--- src/rtl/oerv_state.sv ---
// Per-instruction sequencing controller for the byte-serial OERV core.
// Walks fetch -> register read -> optional init / data access -> execute, and paces the 4-byte datapath.
module oerv_state (
  input  logic       i_clk,
  input  logic       i_rst,
  output logic       o_ibus_cyc,
  input  logic       i_ibus_ack,
  input  logic       i_two_stage,
  input  logic       i_mem_op,
  output logic       o_dbus_cyc,
  input  logic       i_dbus_ack,
  output logic       o_rf_rreq,
  input  logic       i_rf_ready,
  output logic       o_rf_wreq,
  output logic       o_cnt_en,
  output logic [1:0] o_cnt,
  output logic       o_cnt0,
  output logic       o_cnt_done,
  output logic       o_init,
  output logic       o_pc_en
);

  typedef enum logic [2:0] {
    S_IDLE   = 3'd0,
    S_FETCH  = 3'd1,
    S_RFREQ  = 3'd2,
    S_RFWAIT = 3'd3,
    S_INIT   = 3'd4,
    S_MEM    = 3'd5,
    S_RUN    = 3'd6
  } state_t;

  state_t     r_state;
  state_t     w_next;
  logic [1:0] r_cnt;
  logic       w_last_byte;

  assign w_last_byte = (r_cnt == 2'd3);

  // The counter free-wraps 3->0, so INIT and RUN always start at byte 0.
  always_ff @(posedge i_clk) begin
    if (i_rst) begin
      r_state <= S_IDLE;
      r_cnt   <= 2'd0;
    end else begin
      r_state <= w_next;
      if (o_cnt_en) begin
        r_cnt <= r_cnt + 2'd1;
      end
    end
  end

  always_comb begin
    w_next = r_state;
    case (r_state)
      S_IDLE:   w_next = S_FETCH;
      S_FETCH:  if (i_ibus_ack) w_next = S_RFREQ;
      S_RFREQ:  w_next = S_RFWAIT;
      S_RFWAIT: if (i_rf_ready) w_next = i_two_stage ? S_INIT : S_RUN;
      S_INIT:   if (w_last_byte) w_next = i_mem_op ? S_MEM : S_RUN;
      S_MEM:    if (i_dbus_ack) w_next = S_RUN;
      S_RUN:    if (w_last_byte) w_next = S_FETCH;
      default:  w_next = S_IDLE;
    endcase
  end

  // Outputs decode only from registered state and counter.
  always_comb begin
    o_ibus_cyc = (r_state == S_FETCH);
    o_dbus_cyc = (r_state == S_MEM);
    o_rf_rreq  = (r_state == S_RFREQ);
    o_init     = (r_state == S_INIT);
    o_pc_en    = (r_state == S_RUN);
    o_cnt_en   = (r_state == S_INIT) || (r_state == S_RUN);
    o_cnt      = r_cnt;
    o_cnt0     = o_cnt_en && (r_cnt == 2'd0);
    o_cnt_done = o_cnt_en && w_last_byte;
    o_rf_wreq  = (r_state == S_RUN) && (r_cnt == 2'd0);
  end

endmodule

--- config.mk ---
export PLATFORM = sky130hd
export DESIGN_NAME = oerv_state
export DESIGN_NICKNAME = d
export VERILOG_FILES = /design/src/rtl/oerv_state.sv
export SDC_FILE = /design/constraint.sdc
export NUM_CORES = 1
export LEC_CHECK = 0
export BUFFER_PORTS_ARGS = -buffer_cell sky130_fd_sc_hd__buf_2
export CAP_MARGIN = 20
export CORE_MARGIN = 2
export CORE_UTILIZATION = 28
export CTS_CLUSTER_SIZE = 25
export DETAILED_ROUTE_END_ITERATION = 12
export SLEW_MARGIN = 15
export SYNTH_ARGS = -nofsm -noshare
export SYNTH_HDL_FRONTEND = slang
export SYNTH_SLANG_ARGS = --single-unit
--- constraint.sdc ---
create_clock -name i_clk -period 1.74 [get_ports i_clk]
set_clock_uncertainty 0.1 [all_clocks]
set_input_delay 0.174 -clock i_clk [delete_from_list [all_inputs] [get_ports i_clk]]
set_output_delay 0.174 -clock i_clk [all_outputs]
set_load 0.005 [all_outputs]
== After elaboration in Yosys (flattened, before gate mapping) ==
Index checks and enable logic that the tools add are counted.

* Bits of input ports: 7
* Memory bits (writable): 0
* Flip-flop bits (word level): 5
* Memories kept: 0
* Word-level logic and storage cells: 30
* Bits in latches: 0
* Bits in read-only memories: 0
* Output and inout bits: 11

* $lt $le $gt $ge: 0
* Div/mod/pow operators: 0
* Multiplexer cells: 8
* Multiply operators: 0
* Add/subtract/negate cells: 1
* Equality and inequality tests: 12
* Bitwise logic cells: 0
* Shift-type cells: 0
* Reductions and logical operators: 7

{| class="wikitable"
|+ Operators with widths
! operator !! count
|-
| $pmux 3 s7 || 1
|-
| $mux 3 || 5
|-
| $eq 3x3->1 const B || 3
|-
| $ne 2x1->1 const B || 4
|-
| $eq 3x2->1 const B || 2
|-
| $reduce_and 5->1 || 1
|-
| $mux 2 || 2
|-
| $eq 3x1->1 const B || 1
|-
| $logic_and 1x1->1 || 3
|-
| $logic_not 3->1 || 1
|-
| $add 2x1->2 const B || 1
|-
| $eq 2x2->1 const B || 1
|-
| $logic_not 2->1 || 1
|-
| $ne 2x2->1 const B || 1
|-
| $logic_or 1x1->1 || 1
|}

== Logic depth before layout (Yosys ltp) ==
* Word-level depth: 3
* Mapped depth: 5
* Gate-level depth less buffers: 4

== Worst setup path after synthesis ==
No wires, ideal clock.

* Path type: reg2reg
* Start point: register r_cnt[0] (netlist: o_cnt[0])
* End point: register r_state[1]
* Path buffers: 0
* Path slack: 0.399 ns
* Arrival time: 1.137 ns
* Period minus slack after synthesis: 1.341 ns
* Required time: 1.537 ns
* Setup time: 0.103 ns
* Cell stages (with the launch flop): 5
* Cell sequence: dfxtp_1 -> ha_1 -> nor3b_2 -> a31oi_1 -> a2111oi_2

* Word-level cells in the longest chain between the ends: 3
* Elaborated cells between the ends (all ways): 4
* Those cells by class: eq/ne (3); reduce/logical (1)

{| class="wikitable"
|+ RTL lines
! item !! RTL line !! source
|-
| start, declared || 35 || <nowiki>logic [1:0] r_cnt;</nowiki>
|-
| start signal, assigned || 48 || <nowiki>r_cnt <= r_cnt + 2'd1;</nowiki>
|-
| $eq 2x2->1 (*) || 38 || <nowiki>assign w_last_byte = (r_cnt == 2'd3);</nowiki>
|-
| $ne 2x1->1 (no source line) || - ||
|-
| $reduce_and 5->1 (no source line) (*) || - ||
|-
| end signal, assigned || 46 || <nowiki>r_state <= w_next;</nowiki>
|-
| end, declared || 33 || <nowiki>state_t r_state;</nowiki>
|}

Every way passes the cells marked *; elsewhere a longest branch is shown, timed or not.
A chain may end at the register's enable or synchronous reset.

== Final worst setup path ==
* Start point: register r_state[0]
* End point: output o_rf_wreq

* Word-level cells in the longest chain between the ends: 2

{| class="wikitable"
|+ RTL lines
! item !! RTL line !! source
|-
| $eq 3x3->1 || 78 || <nowiki>o_rf_wreq = (r_state == S_RUN) && (r_cnt == 2'd0);</nowiki>
|-
| $logic_and 1x1->1 || 78 ||
|-
| end, declared || 14 || <nowiki>output logic o_rf_wreq,</nowiki>
|}

No other way between the ends.

==> impl_results.md <==
- Outcome: finished, final reports clean
- H-tree levels: 1
- CTS max path bufs: 2
- Nets@finish: 73
- Largest net degree at the start of global routing: 16
- Worst setup EP type: primary output
- Total number of vias: 353
- GP Congestion: 0.7363
- F_max: 0.6314 GHz
- Synth Area in XOR/XNOR: 0.02108
- Rel. slew slack: 0.8023
- IO Pins: 18
- Mapped Nets: 55
- Die height: 42.52 um
- Synthesis-to-finish area growth: 22.29%
- Via/cell ratio: 4.526
- Overall die area: 0.001808 mm^2
- CP max-delay cell: dfxtp_2
- Final ANT Viol Nets: 0
- Hold Crit Depth: 2
- Die width: 42.52 um
- Worst min path class: input pin to flip-flop
- Setup CP Type: flip-flop to primary output
- Crit path buffers/inverters: 1
- CP required: 1470 ps
- Slew @ Worst Pin: 294.8 ps
- Period utilisation layout: 0.9103
- Pwr dens: 750.7 mW/mm^2
- Initial DRC count: 5
- First-pass GRT wire length: 1380 um
- Clk root buf: clkbuf_4
- # Max-Cap Violations: 0
- Post-synth top cells: dfxtp_1, inv_1, nor2_1
- Total wire length: 809 um
- Min Tclk post-route: 1584 ps
- # rows: 13
- CP peak stage delay: 480 ps
- Pre-CTS setup slack: 255.7 ps
- Syn Area/Cell: 9.030 um^2
- Core area: 0.001350 mm^2
- DRT Pass-1 Iters: 3
- Multiplexer share of the synthesized area: 0.04819
- Final setup margin: 156.1 ps
- Post-Syn Area: 415.4 um^2
- Share of post-route cells with drive strength above 1: 0.4286
- Combinational family with the most area after synthesis: simple AND/OR/NAND/NOR gates
- Total CTS buffers: 3
- Initial Utilization: 0.3077
- Ys Warns: 0
- Final Hold Fails: 0
- # setup viols final: 0
- Hold Buf Count CTS: 0
- Reg area: 101.3 um^2
- Adder-Cell Fraction of Synth Area: 0.06024
- Max VDD drop: 0.3297 mV
- Cells after Synth: 46
- TritonCTS clock tree: yes
- Total gr overflow: 0
- Cells along the critical path: and2b_1 > and3_1 > buf_2
- Reg clk slew, reported paths: 40 ps
- Diode count: 0
- Area of the multi-input gates: 257.7 um^2
- Compound-Gate Fraction of Synth Area: 0.1898
- Worst R2R Path Depth: 4
- CTS sink cnt: 5
- Top post-synthesis cells by area: dfxtp_1, buf_6, ha_1, nor3b_2, and2b_1
- Simple-Gate Fraction of Synth Area: 0.3012
- Remaining DRCs: 0
- Top cell type's share of synthesized area: 0.2410
- Async S/R FF share, synth: 0
- Synth Register Bits: 5
- Levels on crit path: 3
- CP delay by family, top: flip-flops
- RSZ-0062 raised after global routing: no
- Fill cell count: 154
- Main synth FF type: dfxtp_1
- Vias in the first global route: 335
- Overall Global Routing Usage: 0.09859
- Yosys cell types: 26
- Leak: 0.2460 nW
- Placed wire-length estimate: 645 um
- Clk Latency, worst-skew pair: 230 ps
- Wirelength per Cell: 10.37 um
- Antenna violations before repair: 0
- Yosys top cell by area: dfxtp_1
- CP arrival: 1310 ps
- Post-synth EDFFs: 0
- Buffers on Ports: 17
- Seq/Total Area, Yosys: 0.2410
- Critical path launch point type: flip-flop
- Setup TNS: 0 ps
- Slew Viols, Final: 0
- Max FO, Critical Path: 15
==> what timing repair did <==
item | 4_1_cts | 5_1_grt
setup endpoints to repair | 1 | 0
buffers inserted | 0 | 0
gates resized for setup | 1 | 0
==> stage by stage <==
| step | utilization | instance area, um^2 | power, W | cells | hold slack, ps |
|---|---|---|---|---|---|
| floorplan | - | 415.4 | 0.0002401 | 46 | 142.9 |
| global placement | 0.3559 | 480.5 | 0.0002537 | 74 | 323.3 |
| detailed placement | 0.3559 | 480.5 | 0.0002550 | 74 | 332.3 |
| CTS | 0.3763 | 508.0 | 0.0003879 | 78 | 77.50 |
| global route | 0.3763 | 508.0 | 0.0004088 | 78 | 83.57 |
| finish | 0.3763 | 508.0 | 0.0003813 | 78 | 83.86 |
==> cell type report <==
cell class	count	share of cell area
clock buffer	4	0.05172
sequential	5	0.1995
inverter	5	0.03695
timing repair buffer	17	0.1675
tap	15	0.03695
multi-input combinational	32	0.5074
==> flip-flops by register name (all words and copies together), names as in the netlist <==
signal	flops
r_state	3
o_cnt	2
==> layout by cell type (no fill, tap or decap), types with 2 or more instances in the layout <==
| cell | instances |
|---|---|
| buf_2 | 17 |
| inv_1 | 5 |
| nor2_1 | 4 |
| dfxtp_1 | 4 |
| and2b_1 | 3 |
| clkbuf_4 | 3 |
| nor3_1 | 2 |
| and2_1 | 2 |
| mux2i_1 | 2 |
| nor3b_2 | 2 |
| ha_1 | 2 |
==> cell families after synthesis <==
kind of cell	after synthesis
AOI/OAI and AO/OA	8
and+or+nand+nor	19
muxes	2
adders and majority gates	2
DFF	5
buffers and inverters	9
xor gates and xnor gates	1
==> layer usage <==
| metal | vias up | wire length [um] | global-route usage |
|---|---|---|---|
| met5 | - | 0 | 0 |
| met3 | 0 | 48 | 0.03017 |
| li1 | 193 | - | - |
| met2 | 7 | 385 | 0.1631 |
| met4 | 0 | 0 | 0.03750 |
| met1 | 153 | 375 | 0.1183 |
==> report_power, final <==
group,switching [W],internal [W]
logic,0.0000419,0.0000558
registers,0.0000286,0.000127
clock network,0.0000420,0.0000864
==> worst paths after layout <==
path	start	endpoint	slack, ps
min reg2reg	o_cnt[1]$_SDFFE_PP0N_	o_cnt[1]$_SDFFE_PP0N_	440
max	r_state[0]$_SDFFE_PP0P_	o_rf_wreq	160
min	i_rst	r_state[1]$_SDFFE_PP0P_	80
max reg2reg	o_cnt[0]$_SDFFE_PP0N_	r_state[1]$_SDFFE_PP0P_	320
==> worst reg2reg max path, stage by stage (launching register included) <==
cell and delay (ps):
dfxtp_1 330, ha_1 260, nor3b_2 220, a31oi_1 110, a2111oi_2 300
(Power assumes the default switching activity.)
